`config.mk`:
```
export PLATFORM = sky130hd
export DESIGN_NAME = key_entry_conditioner_flat
export DESIGN_NICKNAME = d
export VERILOG_FILES = /design/src/rtl/key_entry_conditioner_if.sv /design/src/rtl/key_entry_conditioner.sv /design/src/flat_wrapper.sv
export SDC_FILE = /design/constraint.sdc
export NUM_CORES = 1
export LEC_CHECK = 0
export CAP_MARGIN = 20
export CORE_ASPECT_RATIO = 0.5
export CORE_MARGIN = 5
export CORE_UTILIZATION = 40
export CTS_CLUSTER_DIAMETER = 100
export CTS_CLUSTER_SIZE = 20
export DETAILED_ROUTE_END_ITERATION = 10
export GPL_TIMING_DRIVEN = 0
export HOLD_SLACK_MARGIN = 0.12
export PLACE_DENSITY_LB_ADDON = 0.2
export SLEW_MARGIN = 20
export SYNTH_ARGS = -nofsm -noshare
export SYNTH_HDL_FRONTEND = slang
export SYNTH_SLANG_ARGS = --single-unit
```
`constraint.sdc`:
```
create_clock -name Clk -period 4.3 [get_ports Clk]
set_input_delay 0.43 -clock Clk [delete_from_list [all_inputs] [get_ports Clk]]
set_output_delay 0.43 -clock Clk [all_outputs]
set_load 0.02 [all_outputs]
```
`src/rtl/key_entry_conditioner_if.sv`:
```
// Button/switch inputs and key/password outputs of key_entry_conditioner.
// PressCount exists only when PRESS_COUNT_EN is defined.
interface key_entry_conditioner_if;
    logic       Btn1;
    logic       Btn2;
    logic [3:0] Sw;
    logic       Key1;
    logic       Key2;
    logic [3:0] Password;
    logic [1:0] State;
`ifdef PRESS_COUNT_EN
    logic [7:0] PressCount;
`endif

    modport master (
        output Btn1, Btn2, Sw,
`ifdef PRESS_COUNT_EN
        input  PressCount,
`endif
        input  Key1, Key2, Password, State
    );

    modport slave (
        input  Btn1, Btn2, Sw,
`ifdef PRESS_COUNT_EN
        output PressCount,
`endif
        output Key1, Key2, Password, State
    );
endinterface

```
`src/rtl/key_entry_conditioner.sv`:
```
// Synchronizes/debounces two buttons + switch bank into one-cycle key pulses.
// Optional PRESS_COUNT_EN adds a saturating 8-bit PressCount output.
module key_entry_conditioner #(
    parameter int DEBOUNCE_CYCLES = 1000000,
    parameter int CNT_W           = 20
) (
    input logic                    Clk,
    input logic                    Reset_n,
    key_entry_conditioner_if.slave kif
);

    typedef enum logic [1:0] {
        IDLE      = 2'b00,
        DEB_PRESS = 2'b01,
        HELD      = 2'b10,
        DEB_REL   = 2'b11
    } state_t;

    localparam logic [CNT_W-1:0] LAST = CNT_W'(DEBOUNCE_CYCLES - 1);
    localparam logic [CNT_W-1:0] ONE  = CNT_W'(1);

    logic [5:0]       sync1_q, sync2_q;
    state_t           state_q, state_d;
    logic [CNT_W-1:0] cnt_q, cnt_d;
    logic             sel_q, sel_d;
    logic             key1_q, key1_d;
    logic             key2_q, key2_d;
    logic [3:0]       pwd_q, pwd_d;
`ifdef PRESS_COUNT_EN
    logic [7:0]       pcnt_q, pcnt_d;
`endif

    logic       b1, b2;
    logic [3:0] sw;
    logic       valid;
    logic       at_last;
    logic       fire;

    // Bit order {Sw, Btn2, Btn1} through two flop stages
    always_ff @(posedge Clk) begin
        if (!Reset_n) begin
            sync1_q <= '0;
            sync2_q <= '0;
        end else begin
            sync1_q <= {kif.Sw, kif.Btn2, kif.Btn1};
            sync2_q <= sync1_q;
        end
    end

    assign b1      = sync2_q[0];
    assign b2      = sync2_q[1];
    assign sw      = sync2_q[5:2];
    assign valid   = sel_q ? (b2 && !b1) : (b1 && !b2);
    assign at_last = (cnt_q == LAST);
    assign fire    = (state_q == DEB_PRESS) && valid && at_last;

    always_ff @(posedge Clk) begin
        if (!Reset_n) begin
            state_q <= IDLE;
            cnt_q   <= '0;
            sel_q   <= 1'b0;
        end else begin
            state_q <= state_d;
            cnt_q   <= cnt_d;
            sel_q   <= sel_d;
        end
    end

    always_comb begin
        state_d = state_q;
        cnt_d   = cnt_q;
        sel_d   = sel_q;
        unique case (state_q)
            IDLE: begin
                if (b1 ^ b2) begin
                    state_d = DEB_PRESS;
                    cnt_d   = ONE;
                    sel_d   = b2;
                end
            end
            DEB_PRESS: begin
                if (!valid) begin
                    state_d = IDLE;
                    cnt_d   = '0;
                end else if (at_last) begin
                    state_d = HELD;
                    cnt_d   = '0;
                end else begin
                    cnt_d = cnt_q + ONE;
                end
            end
            HELD: begin
                if (!(b1 || b2)) begin
                    state_d = DEB_REL;
                    cnt_d   = ONE;
                end
            end
            DEB_REL: begin
                // Any high sample during release is bounce: back to HELD
                if (b1 || b2) begin
                    state_d = HELD;
                    cnt_d   = '0;
                end else if (at_last) begin
                    state_d = IDLE;
                    cnt_d   = '0;
                end else begin
                    cnt_d = cnt_q + ONE;
                end
            end
            default: begin
                state_d = IDLE;
                cnt_d   = '0;
            end
        endcase
    end

    always_comb begin
        key1_d = fire && !sel_q;
        key2_d = fire && sel_q;
        pwd_d  = fire ? sw : pwd_q;
`ifdef PRESS_COUNT_EN
        pcnt_d = (fire && pcnt_q != 8'hFF) ? pcnt_q + 8'd1 : pcnt_q;
`endif
    end

    always_ff @(posedge Clk) begin
        if (!Reset_n) begin
            key1_q <= 1'b0;
            key2_q <= 1'b0;
            pwd_q  <= 4'h0;
`ifdef PRESS_COUNT_EN
            pcnt_q <= 8'h00;
`endif
        end else begin
            key1_q <= key1_d;
            key2_q <= key2_d;
            pwd_q  <= pwd_d;
`ifdef PRESS_COUNT_EN
            pcnt_q <= pcnt_d;
`endif
        end
    end

    assign kif.Key1     = key1_q;
    assign kif.Key2     = key2_q;
    assign kif.Password = pwd_q;
    assign kif.State    = state_q;
`ifdef PRESS_COUNT_EN
    assign kif.PressCount = pcnt_q;
`endif

endmodule

```
`src/flat_wrapper.sv`:
```
// flat-port wrapper written by rule: the top's interface ports become plain ports
module key_entry_conditioner_flat 
#(
    parameter int DEBOUNCE_CYCLES = 1000000,
    parameter int CNT_W           = 20
)
  (Clk, Reset_n, kif_Btn1, kif_Btn2, kif_Sw, kif_Key1, kif_Key2, kif_Password, kif_State);
  key_entry_conditioner_if kif_i ();
  input logic Clk;
  input logic Reset_n;
  input wire logic [$bits(kif_i.Btn1)-1:0] kif_Btn1;
  input wire logic [$bits(kif_i.Btn2)-1:0] kif_Btn2;
  input wire logic [$bits(kif_i.Sw)-1:0] kif_Sw;
  output wire logic [$bits(kif_i.Key1)-1:0] kif_Key1;
  output wire logic [$bits(kif_i.Key2)-1:0] kif_Key2;
  output wire logic [$bits(kif_i.Password)-1:0] kif_Password;
  output wire logic [$bits(kif_i.State)-1:0] kif_State;
  assign kif_i.Btn1 = kif_Btn1;
  assign kif_i.Btn2 = kif_Btn2;
  assign kif_i.Sw = kif_Sw;
  assign kif_Key1 = kif_i.Key1;
  assign kif_Key2 = kif_i.Key2;
  assign kif_Password = kif_i.Password;
  assign kif_State = kif_i.State;
  key_entry_conditioner #(.DEBOUNCE_CYCLES(DEBOUNCE_CYCLES), .CNT_W(CNT_W)) u_core (.Clk(Clk), .Reset_n(Reset_n), .kif(kif_i));
endmodule
```
==> run metrics <==
Die Y 57.1 um; ys async rst share 0%; Switching Fraction 23.6%; Required @ worst endpoint 4.52 ns; Initial Utilization about two fifths; reg2reg path depth 6; Tmin final 2.28 ns; number of nets in the layout 229; Seq pwr share 57.7%; reg2reg setup slack 2.02 ns; status finished, final reports clean; Hold Crit Class flop to flop; GR Util All Layers roughly an eighth; first-pass GRT wire length 6.07 mm; mapped cell area 1780 um^2; WP data arrival 2.50 ns; Die Area 5960 um^2; Finished Layout Cells 275; largest net degree at the start of global routing 14; IO Pins 16; total core area around 4300 um^2; Syn. warnings 0; Leak 0.688 nW; PostCTS Resize Cnt 0; Final Util 48.1%; post-CTS setup buffers 0; Hold-fix buffers, CTS 0; Setup crit end u_core.cnt_q[18]; total CTS buffers 5; Worst setup startpoint u_core.cnt_q[0]; Antenna Cells 0; Mean Syn Cell Area 9.12 um^2; CP Capture Type flop; synth unique cells 44; clk buf depth 2; share of layout cells above drive strength 1 7.34%; Final GP Congestion 0.813; DRT Wirelength 3.59 mm; CTS root buf clkbuf_8; top-area cell type share of the netlist area 46.2%; worst flop-to-flop path endpoint u_core.cnt_q[18]; Fin Hold WS 0.435 ns; max cap viols 0; Routed Antenna Nets 0; clock transition at the registers of the reported paths approximately 0.080 ns; Detailed Routing Iterations Pass 1 4; cell count after synthesis 195; Crit Path Category flop to flop; setup violators final 0; Synth Net Count 207; Logic pwr share roughly 5.3%; Routed WL per cell 13.1 um; crit-path max FO 6; placed cells approximately 270; post-synth top area cell dfxtp_1; Slew headroom 45.4%; P_sw between 0.15 and 0.2 mW; Sink Count 41; initial antenna violation count 0; htree depth 2; vias in the first global route 1300; Pint 0.517 mW; total gr overflow 0; CP Launch Type flop; Primary FF master, synth dfxtp_1; Synth Register Bits 41; vias per cell 5.20; setup TNS 0 ns; worst vdd ir 0.000165 V; Skew-Pair Late Insertion Delay 0.29 ns; Syn-to-layout area delta 17.4%; die width ~100 um; Final Hold Viols 0; cell area power density 324 nW/um^2; final slew viol count 0; count of flip-flops with a built-in enable after synthesis 0; Clk network pwr share between 30 and 40%; DRT iter0 DRCs just over 60; DR vias 1430; number of port buffers 15; # DRC 0; Detail Placement HPWL 2.51 mm; reg-to-reg startpoint u_core.cnt_q[0]; RSZ-0062 raised after global routing false; Layout Skew just over 0.005 ns; Peak Freq 439 MHz; row count 17; # fillers 453; Synth area leaders dfxtp_1, nor2_1, and2_1; sequential share of the synthesized area between 40 and 50%; slew of the pin with the lowest slew margin 0.811 ns; CTS tree done; period utilization between 50% and 60%
-- area by class of cell --
type / instances / area, um^2 / area share (%)
sequential: 41 / 821 / 39.3
clock inverter: 2 / 15.0 / 0.719
buffer: 4 / 16.3 / 0.779
timing repair buffer: 15 / 150 / 7.19
inverter: 5 / 18.8 / 0.899
clock buffer: 6 / 72.6 / 3.48
tap: 57 / 71.3 / 3.42
multi-input combinational: 145 / 922 / 44.2
-- routing by layer --
layer / global-route usage [%] / vias up / part of all wire (%)
li1: - / 727 / -
met1: 16.4 / 666 / 51
met2: 20.3 / 30 / 43
met3: 3.95 / 7 / 4.0
met4: 4.98 / 0 / 1.5
met5: 0 / - / 0
-- worst max-delay path, cell delays in order, from the launching register on --
cell and delay, ns:
dfxtp_1 0.44, ha_1 0.30, and4_1 0.29, a21boi_0 0.68
nand4_1 0.16, a21o_1 0.22, a21oi_1 0.12
-- synthesized netlist by cell type (all sizes together), types with 2 or more instances --
library cell	count
inv	5
mux2	2
o211ai	2
nand4	5
clkbuf	3
a21oi	6
xnor2	4
mux2i	6
nor3	4
or4	2
dfxtp	41
a21o	2
and4	2
xor2	6
nor2	25
nand3	13
or3	4
ha	4
o21ai	5
and3	5
and2	13
nand2	16
a31oi	3
-- sequential cells by signal, indices dropped and copies added, names as in the netlist --
signal               count
u_core.sync2_q           6
u_core.sync1_q           6
u_core.sel_q             1
u_core.kif.Key2          1
u_core.kif.Key1          1
u_core.kif.State         2
u_core.cnt_q            20
u_core.kif.Password      4
-- per-stage QoR --
stage / power [mW] / setup WS [ns] / instance area [um^2]
floorplan: 0.419 / 2.43 / 1780
global placement: 0.434 / 2.08 / 2000
detailed placement: 0.435 / 2.03 / 2000
CTS: 0.685 / 1.99 / 2090
global route: 0.713 / 1.79 / 2090
finish: 0.676 / 2.02 / 2090
-- power by group through the flow --
stage	clock network (mW)	logic [mW]	registers (mW)
5_1_grt	0.282	0.0398	0.391
6_report	0.250	0.0361	0.390
3_5_place_dp	0	0.0363	0.399
2_1_floorplan	0	0.0208	0.398
3_3_place_gp	0	0.0357	0.398
4_1_cts	0.258	0.0368	0.390
-- worst min-delay path by stage --
stage | from | to | slack [ns] | cells past startpoint
floorplan | u_core.sync1_q[0] | u_core.sync2_q[0] | 0.41 | 1
global placement | u_core.sync1_q[2] | u_core.sync2_q[2] | 0.41 | 1
detailed placement | u_core.sync1_q[5] | u_core.sync2_q[5] | 0.42 | 1
CTS | u_core.sync1_q[5] | u_core.sync2_q[5] | 0.44 | 1
global route | u_core.sync1_q[1] | u_core.sync2_q[1] | 0.46 | 1
finish | u_core.sync1_q[4] | u_core.sync2_q[4] | 0.43 | 1
-- cell families (layout without fill, tap and decap cells) --
group / Yosys count / in the layout / synth area share, %
flip-flops: 41 / 41 / 46.2
AND/OR/NAND/NOR: 96 / 96 / 29.3
adder cells (fa/ha/maj): 4 / 4 / 2.82
AO/OA/AOI/OAI: 27 / 27 / 10.2
buffers and inverters: 9 / 32 / 1.97
multiplexers: 8 / 8 / 4.64
XOR/XNOR: 10 / 10 / 4.93
-- cells in the final DEF, fill, tap and decap left out, types with 5 or more instances in the layout --
cell / Yosys / final
and2_1: 13 / 13
clkdlybuf4s50_1: 0 / 15
clkbuf_8: 0 / 5
a21oi_1: 6 / 6
nand3_1: 12 / 12
o21ai_0: 5 / 5
mux2i_1: 6 / 6
xor2_1: 6 / 6
nand4_1: 5 / 5
and3_1: 5 / 5
dfxtp_1: 41 / 41
inv_1: 5 / 5
nand2_1: 16 / 16
nor2_1: 25 / 25
(Power assumes the default switching activity.)
==> patch, RTL diff (config.mk and constraints unchanged) <==
`CNT_W` is set to 20 in 2 places; all go to 30.
--- a/src/rtl/key_entry_conditioner.sv
+++ b/src/rtl/key_entry_conditioner.sv
@@ -3,5 +3,5 @@
 module key_entry_conditioner #(
     parameter int DEBOUNCE_CYCLES = 1000000,
-    parameter int CNT_W           = 20
+    parameter int CNT_W           = 30
 ) (
     input logic                    Clk,
--- a/src/flat_wrapper.sv
+++ b/src/flat_wrapper.sv
@@ -3,5 +3,5 @@
 #(
     parameter int DEBOUNCE_CYCLES = 1000000,
-    parameter int CNT_W           = 20
+    parameter int CNT_W           = 30
 )
   (Clk, Reset_n, kif_Btn1, kif_Btn2, kif_Sw, kif_Key1, kif_Key2, kif_Password, kif_State);
Formal check against the unedited RTL: same outputs for any inputs over 10 cycles, from zero or initial values and one cycle with Reset_n low; that may be too few to reach the edited logic, so the function may still have changed.
==> patch against the original RTL <==
  * Power is 38% higher
  * Synthesized area increased by 38%
  * Final area is 36% higher
  * Sequential cell count up 10
  * Wire length up 34%
  * First-iteration DRC count increased by 6.6%
  * Via count rose by 32%
  * Setup slack improved by 0.17 ns
  * Critical endpoint is now u_core.cnt_q[23]
==> patch: results <==
[drt]
met1Wirelength_mm = 2.51
via_per_inst = 5.17
drt-wirelength-per-cell_um = 13.3
totalWireLength_mm = 4.83
met2_length_mm = 2.08
drt-initial-drc-count = 65
drtPass1Iterations = 4
met3_wirelength_um = 188

[power]
switching_share = 0.230
p_seq_frac = 0.517
p_leak_nw = 0.910
powerSeq_mw = 0.482
powerClk_mw = 0.401
ir_drop_uv = 170

[placement]
placed_area_um2 = 2690
dp_cells = 356
globalplace.congestion = 0.813
portBuffers = 14
dpl.hpwl_mm = 3.59
dp_slack_ns = 2.20

[setup_path]
cp_max_fo = 7
slowest_stage = "o2111ai_1"
crit_family = "compound AO/OA/AOI/OAI gates"
crit_arrival_ns = 2.30
max_stage_delay_ns = 0.59

[outcome]
outcome = "complete, no violations"

[global_routing]
antenna_found_initial = 0
grt_first_pass_wirelength_mm = 8.62
grt_max_degree = 18
use_met3 = 0.0447
met1_usage = 0.180
grtUsageTotal = 0.138
grt_util_met2 = 0.217
grt_pass1_vias = 1863

[synth]
synth_nets = 277
synth_cell_types = 50
ys_seq_area_frac = 0.416
yosys-top-cells-area = "dfxtp_1 42%, nor2_2 4.3%, nand2_1 4.1%, and2_1 4.1%, xnor2_1 3.6%"
syn_avg_cell_area_um2 = 9.26
netlist_top_cells_count = "51 x dfxtp_1, 27 x nand2_1, 17 x nor2_2"

[cells_and_area]
final_nets = 298
nNonClkBuffers = 24
drive_above_1_share = 0.153
final.fill_count = 579
final-clk-cell-share = 0.0520
reg.largest.list = "u_core.cnt_q x30, u_core.sync1_q x6, u_core.sync2_q x6"
sh_seq_area = 0.360
buf_share = 0.0714
multi_input_area_um2 = 1350
fin_area_um2 = 2840

[sta]
slew_headroom = 0.536
finClkSkew_ns = 0.00301

[floorplan]
die_x_um = 121

[cts]
cts-root-buf = "clkbuf_16"
-- patch: cell count changes after synthesis, moves of 4 or more --
cell	unedited run	this run
a21oi_1	6	2
dfxtp_1	41	51
nand2_1	16	27
nor2_1	25	10
nor2_2	0	17
nor2b_1	1	9
nor3_1	3	7
xnor2_1	4	10
xor2_1	6	10
-- patch: path summary, 6_finish.rpt --
kind | slack, ns | cells after the start | to | start
worst min-delay path | 0.43 | 1 | u_core.sync2_q[4] | u_core.sync1_q[4]
worst max-delay path | 2.19 | 7 | u_core.cnt_q[23] | u_core.sync2_q[1]
worst max register to register | 2.19 | 7 | u_core.cnt_q[23] | u_core.sync2_q[1]
worst min register to register | 0.43 | 1 | u_core.sync2_q[4] | u_core.sync1_q[4]
-- patch: cell families (layout without fill, tap and decap cells) --
family,count (synthesis),count (layout),share of synthesized area
compound gates,32,32,0.0959
xor+xnor,20,20,0.0714
fa+ha+maj,4,4,0.0204
buf+inv,15,37,0.0331
flops,51,51,0.416
mux,7,7,0.0296
simple gates,136,136,0.334
